<file path="config.mk">
export PLATFORM = sky130hd
export DESIGN_NAME = sensor_hub_aggregator
export DESIGN_NICKNAME = d
export VERILOG_FILES = /design/src/rtl/sensor_hub_aggregator.sv
export SDC_FILE = /design/constraint.sdc
export NUM_CORES = 1
export LEC_CHECK = 0
export CAP_MARGIN = 20
export CORE_ASPECT_RATIO = 1.25
export CORE_MARGIN = 5
export CORE_UTILIZATION = 45
export DETAILED_ROUTE_END_ITERATION = 7
export PLACE_DENSITY_LB_ADDON = 0.12
export RECOVER_POWER = 100
export SYNTH_ARGS = -nofsm -noshare
export SYNTH_HDL_FRONTEND = slang
export SYNTH_SLANG_ARGS = --single-unit
</file>
<file path="constraint.sdc">
create_clock -name clk -period 10.8 [get_ports clk]
set_input_delay 2.16 -clock clk [delete_from_list [all_inputs] [get_ports clk]]
set_output_delay 2.16 -clock clk [all_outputs]
set_load 0.03 [all_outputs]
</file>
<file path="src/rtl/sensor_hub_aggregator.sv">
// Multi-channel sensor sample aggregator that serialises latched samples into byte frames.
// Define SENSOR_HUB_CSUM_EN to append an XOR checksum byte to every frame.
module sensor_hub_aggregator #(
  parameter int NUM_CH        = 3,
  parameter int DATA_W        = 16,
  parameter int FLUSH_TIMEOUT = 1024
) (
  input  logic                     clk,
  input  logic                     rst,
  input  logic [NUM_CH-1:0]        ch_enable,
  input  logic [NUM_CH-1:0]        ch_valid,
  input  logic [NUM_CH*DATA_W-1:0] ch_data,
  output logic [7:0]               tx_data,
  output logic                     tx_valid,
  input  logic                     tx_ready,
  output logic                     frame_sent,
  output logic [NUM_CH-1:0]        overrun,
  input  logic                     overrun_clr
);

  localparam int BYTES = DATA_W / 8;
  localparam int CH_W  = (NUM_CH > 1) ? $clog2(NUM_CH) : 1;
  localparam int BI_W  = (BYTES > 1) ? $clog2(BYTES) : 1;
  localparam int CNT_W = $clog2(FLUSH_TIMEOUT + 1);
  localparam logic [7:0] SYNC_BYTE = 8'hA5;

  typedef enum logic [2:0] {
    IDLE,
    SYNC,
    MASK,
`ifdef SENSOR_HUB_CSUM_EN
    DATA,
    CSUM
`else
    DATA
`endif
  } state_t;

  state_t            state;
  logic [NUM_CH-1:0] pending;
  logic [NUM_CH-1:0] frame_mask;
  logic [DATA_W-1:0] hold [NUM_CH];
  logic [DATA_W-1:0] snap [NUM_CH];
  logic [CNT_W-1:0]  flush_cnt;
  logic [CH_W-1:0]   ch_idx;
  logic [BI_W-1:0]   byte_idx;
`ifdef SENSOR_HUB_CSUM_EN
  logic [7:0]        csum;
`endif

  logic [NUM_CH-1:0] active;
  logic [NUM_CH-1:0] capture;
  logic              hs;
  logic              flush_due;
  logic              start;
  logic [CH_W-1:0]   first_ch;
  logic [CH_W-1:0]   next_ch;
  logic              next_found;

  assign active    = pending & ch_enable;
  assign capture   = ch_valid & ch_enable;
  assign hs        = tx_valid && tx_ready;
  assign flush_due = (flush_cnt == CNT_W'(FLUSH_TIMEOUT));
  // The frame_sent cycle is deliberately excluded so back-to-back frames keep a one-cycle gap.
  assign start     = (state == IDLE) && !frame_sent && (active != '0) &&
                     ((active == ch_enable) || flush_due);

  always_comb begin
    first_ch   = '0;
    next_ch    = '0;
    next_found = 1'b0;
    for (int j = NUM_CH - 1; j >= 0; j--) begin
      if (frame_mask[j]) first_ch = CH_W'(j);
      if (frame_mask[j] && (j > int'(ch_idx))) begin
        next_ch    = CH_W'(j);
        next_found = 1'b1;
      end
    end
  end

  function automatic logic [7:0] data_byte(input logic [DATA_W-1:0] word,
                                           input logic [BI_W-1:0]   idx);
    logic [DATA_W-1:0] shifted;
    shifted = word >> (8 * (BYTES - 1 - int'(idx)));
    return shifted[7:0];
  endfunction

  // A capture landing on the frame-start edge re-arms pending without counting as an overrun.
  always_ff @(posedge clk or posedge rst) begin
    if (rst) begin
      pending <= '0;
      overrun <= '0;
      for (int i = 0; i < NUM_CH; i++) hold[i] <= '0;
    end else begin
      for (int i = 0; i < NUM_CH; i++) begin
        if (!ch_enable[i]) begin
          pending[i] <= 1'b0;
        end else if (capture[i]) begin
          hold[i]    <= ch_data[i*DATA_W +: DATA_W];
          pending[i] <= 1'b1;
        end else if (start && active[i]) begin
          pending[i] <= 1'b0;
        end
        overrun[i] <= (overrun[i] && !overrun_clr) || (capture[i] && pending[i] && !start);
      end
    end
  end

  always_ff @(posedge clk or posedge rst) begin
    if (rst) begin
      flush_cnt <= '0;
    end else if (start || (active == '0)) begin
      flush_cnt <= '0;
    end else if ((state == IDLE) && !flush_due) begin
      flush_cnt <= flush_cnt + 1'b1;
    end
  end

  always_ff @(posedge clk or posedge rst) begin
    if (rst) begin
      state      <= IDLE;
      tx_data    <= 8'h00;
      tx_valid   <= 1'b0;
      frame_sent <= 1'b0;
      frame_mask <= '0;
      ch_idx     <= '0;
      byte_idx   <= '0;
`ifdef SENSOR_HUB_CSUM_EN
      csum       <= 8'h00;
`endif
      for (int i = 0; i < NUM_CH; i++) snap[i] <= '0;
    end else begin
      frame_sent <= 1'b0;
      case (state)
        IDLE: begin
          if (start) begin
            state      <= SYNC;
            tx_valid   <= 1'b1;
            tx_data    <= SYNC_BYTE;
            frame_mask <= active;
`ifdef SENSOR_HUB_CSUM_EN
            csum       <= 8'h00;
`endif
            for (int i = 0; i < NUM_CH; i++) begin
              if (active[i]) snap[i] <= hold[i];
            end
          end
        end
        SYNC: begin
          if (hs) begin
            state   <= MASK;
            tx_data <= 8'(frame_mask);
          end
        end
        MASK: begin
          if (hs) begin
            state    <= DATA;
            ch_idx   <= first_ch;
            byte_idx <= '0;
            tx_data  <= data_byte(snap[first_ch], '0);
`ifdef SENSOR_HUB_CSUM_EN
            csum     <= csum ^ tx_data;
`endif
          end
        end
        DATA: begin
          if (hs) begin
`ifdef SENSOR_HUB_CSUM_EN
            csum <= csum ^ tx_data;
`endif
            if (byte_idx != BI_W'(BYTES - 1)) begin
              byte_idx <= byte_idx + 1'b1;
              tx_data  <= data_byte(snap[ch_idx], byte_idx + 1'b1);
            end else if (next_found) begin
              ch_idx   <= next_ch;
              byte_idx <= '0;
              tx_data  <= data_byte(snap[next_ch], '0);
            end else begin
`ifdef SENSOR_HUB_CSUM_EN
              state   <= CSUM;
              tx_data <= csum ^ tx_data;
`else
              state      <= IDLE;
              tx_valid   <= 1'b0;
              tx_data    <= 8'h00;
              frame_sent <= 1'b1;
`endif
            end
          end
        end
`ifdef SENSOR_HUB_CSUM_EN
        CSUM: begin
          if (hs) begin
            state      <= IDLE;
            tx_valid   <= 1'b0;
            tx_data    <= 8'h00;
            frame_sent <= 1'b1;
          end
        end
`endif
        default: begin
          state    <= IDLE;
          tx_valid <= 1'b0;
          tx_data  <= 8'h00;
        end
      endcase
    end
  end

endmodule

</file>
; Word-level counts from Yosys, hierarchy flattened
; Index checks and enable logic that the tools add are counted.
; Widths: inputs -> output; s select.
[word_totals]
output_inout_bits = 13
regBits = 132
mem_bits_rw = 0
romBits = 0
mem_count = 0
latch_bits = 0
[op_classes]
eq_ne = 15
mux = 59
mul = 0
order_cmp = 5
div = 0
n_addsub = 3
reduce_logical = 46
bitwise_logic = 6
shifts = 1
[ops]
columns = cell, n
row1 = $bmux 16 s2, 3
row2 = $mux 16, 6
row3 = $mux 8, 6
row4 = $pmux 8 s4, 1
row5 = $shr 16x32->8, 1
row6 = $mux 1, 22
row7 = $mux 11, 2
row8 = $logic_and 1x1->1, 19
row9 = $mux 2, 9
row10 = $mux 3, 6
row11 = $ne 2x2->1 const B, 7
row12 = $pmux 3 s4, 1
row13 = $reduce_and 3->1, 4
row14 = $add 11x1->11 const B, 1
row15 = $eq 11x11->1 const B, 1
row16 = $reduce_and 5->1, 2
row17 = $ge 3x3->1 const B, 3
row18 = $ne 3x1->1 const B, 3
row19 = $not 2->3, 3
row20 = $reduce_and 2->1, 4
row21 = $and 3x3->3, 2
row22 = $eq 3x2->1 const B, 2
row23 = $logic_not 3->1, 2
row24 = $reduce_and 6->1, 1
row25 = 16 further kinds, 24

; Depth between registers and ports, before layout
[depth]
ltp_word = 12
depth_mapped = 10
ltp_nobuf = 7

; Least setup slack after synthesis
; Ideal clock, no wire load.
[synth_path]
path_kind = in2reg
start = in ch_enable[2]
end = reg snap[16] (netlist name)
path_buffers = 3
arrival_ns = 3.510
path_slack_ns = 7.163
required_ns = 10.673
cell_stages = 8
path_cell_list = inv_1 -> o221ai_1 -> a211oi_2 -> buf_4 -> and3_1 -> buf_4 -> buf_8 -> mux2_1
[synth_between]
elab_chain_len = 5
[synth_rtl]
columns = item, line_no
row1 = start: declaration, 10  ; input logic [NUM_CH-1:0] ch_enable,
row2 = $and 3x3->3, 60  ; assign active = pending & ch_enable;
row3 = $eq 3x3->1 or $reduce_bool 3->1 (tied branches), "66, 65"
row4 = $logic_or 1x1->1 or $logic_and 1x1->1 (tied branches), "66, 65"
row5 = $logic_and 1x1->1 (*), 65  ; assign start = (state == IDLE) && !frame_sent && (active != '0) &&
row6 = $reduce_and 3->1 (no source line) (*), --
row7 = end signal: indexed assignment, 145  ; if (active[i]) snap[i] <= hold[i];
row8 = end: declaration, 43  ; logic [DATA_W-1:0] snap [NUM_CH];
; Mark *: on every way between the ends. The rest lies on a longest branch, timed or not.
; A chain may end at the register's enable or synchronous reset.

; Final worst setup path
[layout_path]
start = in ch_enable[2]
end = reg snap[35] (netlist name)
; The elaborated chain is that of the path after synthesis.

==> flow_metrics.py <==
metrics = {
    "run_status": {
        "status": "finished with violations",
        "violations": "max-capacitance violations, max-slew violations",
    },
    "critical_path": {
        "r2r_slack_ps": 7420,
        "worstSetupEndpointType": "flop",
        "worstPathArrival_ps": 5230,
        "crit_family": "buffers and inverters",
        "cpMaxStageDelayCell": "a211oi_1",
        "slowest_delay_ps": 850,
        "worstReg2RegEnd": "snap[35]",
        "start_kind": "input pin",
        "critPathKind": "in2reg",
        "cp.depth": 7,
        "critPathMaxFanout": 17,
        "critical_path_buf_inv_count": 3,
        "rr_startpoint": "flush_cnt[0]",
        "timing.critical_path.cells": "dlygate4sd3_1, inv_1, o221ai_1, a211oi_1, nor2b_1, clkbuf_1, mux2_2",
        "required_ps": 11100,
        "cp-endpoint": "snap[35]",
        "rr_worst_depth": 8,
        "cp-startpoint": "ch_enable[2]",
    },
    "global_routing": {
        "grt_util_all_layers_pct": 17.6,
        "busiest_layer": "met2",
        "grt_max_degree": 82,
        "grt_pass1_vias": 4382,
        "grt_antenna_before_repair": 0,
        "use_met1_pct": 21.2,
        "use_met3_pct": 4.71,
        "grt_pass1_wl_mm": 21.6,
        "grtUsageMet2_pct": 29.8,
        "overflow": 0,
    },
    "cts": {
        "cts_root_buf": "clkbuf_16",
        "cts_hold_buf": 0,
        "numCtsBuffers": 17,
        "clock_latency_ps": 410,
        "cts_sinks": 131,
        "htree_levels": 4,
        "cts.clk_slew.worst_paths_ps": 50,
        "post_cts_buffers": 0,
        "cts_tree": "built",
        "cts_resized": 0,
        "clockBufferDepth": 2,
    },
    "logic_synthesis": {
        "synth.most_common_cell": "dfrtp_1",
        "ys.flop_type": "dfrtp_1",
        "synthArstFlopShare_pct": 100,
        "synth_top_area_share_pct": 54.8,
        "synth_compound_area_share_pct": 9.11,
        "synth_simple_gate_area_share_pct": 9.22,
        "synth_seq_area_share_pct": 54.8,
        "synth_top_family_by_area": "multiplexers",
        "ys_types": 46,
        "synth_edf_count": 0,
        "synth_area_mm2": 0.00599,
        "synth_warnings": 0,
        "netlist_top_cells_count": "dfrtp_1 (131), mux2_2 (79), nor2_1 (32)",
        "synth-xor-area-share_pct": 1.46,
        "syn_nets": 557,
        "yosys-top-cells-area": "dfrtp_1 (55%), mux2_2 (15%), mux2_1 (3.4%)",
        "synth-seq-cells": 131,
        "synth_area_leader_cell": "dfrtp_1",
        "synthMuxAreaShare_pct": 20.6,
        "syn_area_per_cell_um2": 12.1,
        "synthAdderAreaFrac_pct": 1.25,
        "syn_inst": 493,
    },
    "placement": {
        "gp_congestion": 0.891,
        "portBuffers": 70,
        "dp_worst_setup_slack_ps": 5960,
        "hpwl_mm": 9.48,
        "dpl.cell_count": 712,
    },
    "power_and_ir_drop": {
        "power_leakage_nw": 3.27,
        "p_per_area_mw_per_mm2": 253,
        "ir_drop_uv": 197,
    },
    "floorplanning": {
        "die_y_um": 139,
        "io-pin-count": 71,
        "start_util_pct": 45.4,
        "core_mm2": 0.0132,
        "dieArea_mm2": 0.0157,
        "die_x_um": 113,
        "rows": 47,
    },
    "timing": {
        "finalCriticalPeriod_ps": 4940,
        "maxSlewHeadroom_pct": -44.7,
        "rsz0062_at_grt": "no",
        "fin_crit_sh_pct": 45.7,
        "final.setup_skew_ps": 5.73,
        "layout_setup_ws_ps": 5860,
        "setup_viol": 0,
        "hold_violations": 0,
        "drv_slew": 52,
        "fmax_mhz": 203,
        "timing.hold.ws_ps": 482,
        "tns_ps": 0,
        "tightestPinTransition_ps": 2160,
    },
    "detailed_routing": {
        "ant_nets": 0,
        "drt_wl_total_mm": 13.1,
        "drc": 0,
        "num_vias": 3996,
        "first_pass_iters": 5,
        "drtIter0Drc": 198,
        "wl_per_cell_um": 17.6,
        "vias_per_cell": 5.36,
    },
    "worst_hold_path": {
        "hold_depth": 1,
        "hold_path_class": "reg2reg",
    },
    "final_layout": {
        "drive_above_1_share_pct": 21.3,
        "final_cells": 745,
        "final_nets": 625,
        "areaGrowthSynthToFinish_pct": 23.8,
        "num_antenna_cells": 0,
    },
    "run": {
        "maxCapViolations": 1,
    },
}
[worst register-to-register path, delay by kind of cell, from the launching register on]
kind | cells | cell delay [ps]
compound gates | 1 | 880
buf+inv | 2 | 780
mux | 1 | 420
fa+ha+maj | 1 | 150
simple gates | 3 | 630
flops | 1 | 420
[final cells by class]
type / instances / area (um2)
multi-input cells: 314 / 2480
repair buffers: 73 / 736
clock inverters: 13 / 159
fillers: 1183 / 5760
well taps: 171 / 214
flip-flops and latches: 131 / 3280
inverters: 24 / 91.3
clock buffers: 19 / 453
[sequential cells by signal, summed over array words and instances (netlist names)]
register,count
overrun,3
hold,48
byte_idx,1
ch_idx,2
pending,3
state,2
frame_mask,3
tx_valid,1
snap,48
flush_cnt,11
tx_data,8
frame_sent,1
[worst min-delay path by stage]
| stage | start | to | slack (ps) |
|---|---|---|---|
| after floorplan | snap[40] | snap[40] | 450 |
| after global placement | snap[20] | snap[20] | 470 |
| after detailed placement | snap[19] | snap[19] | 470 |
| after CTS | snap[19] | snap[19] | 490 |
| after global routing | snap[19] | snap[19] | 500 |
| final | snap[19] | snap[19] | 480 |
[through the flow]
stage	instance area (um2)	total power [mW]	utilization, %
after floorplan	5990	1.13	-
after global placement	6790	1.29	51.6
after detailed placement	6790	1.31	51.6
after CTS	7400	1.91	56.2
after global routing	7410	1.99	56.3
final	7410	1.88	56.3
[layer usage]
metal  up-vias  share of wire, %
li1       1879                 -
met1      2004                42
met2        88                52
met3        25               3.3
met4         0               2.4
met5         -                 0
[report_power, final]
| group | switching, mW | leakage (nW) | internal, mW |
|---|---|---|---|
| Combinational | 0.266 | 1.36 | 0.260 |
| Clock | 0.210 | 0.283 | 0.373 |
| Sequential | 0.141 | 1.63 | 0.628 |
[cells in the final DEF, fill, tap and decap left out, types with 3 or more instances in the layout]
cell type	count
nor2b_1	6
nand2b_1	8
mux2i_1	14
nand3b_1	3
nand3_1	7
and3_1	7
dlygate4sd3_1	18
inv_1	23
mux2_1	18
a22o_1	3
o211ai_1	3
a21o_1	3
a31oi_1	8
mux2_2	79
clkinv_2	3
ha_1	6
or3b_2	3
nand2_1	14
nor2_1	32
dfrtp_1	131
clkbuf_16	17
o221a_2	3
bufinv_16	3
clkinvlp_4	6
nor3b_1	12
o21ai_0	30
clkdlybuf4s50_1	52
xor2_1	9
a21oi_1	25
[logic make-up (layout without fill, tap and decap cells)]
| kind of cell | after synthesis | in the layout |
|---|---|---|
| XOR/XNOR | 10 | 10 |
| AND/OR/NAND/NOR | 100 | 100 |
| AO/OA/AOI/OAI | 87 | 87 |
| buffers and inverters | 48 | 129 |
| multiplexers | 111 | 111 |
| flip-flops | 131 | 131 |
| adder cells (fa/ha/maj) | 6 | 6 |
Power figures use the tool's default switching activity.
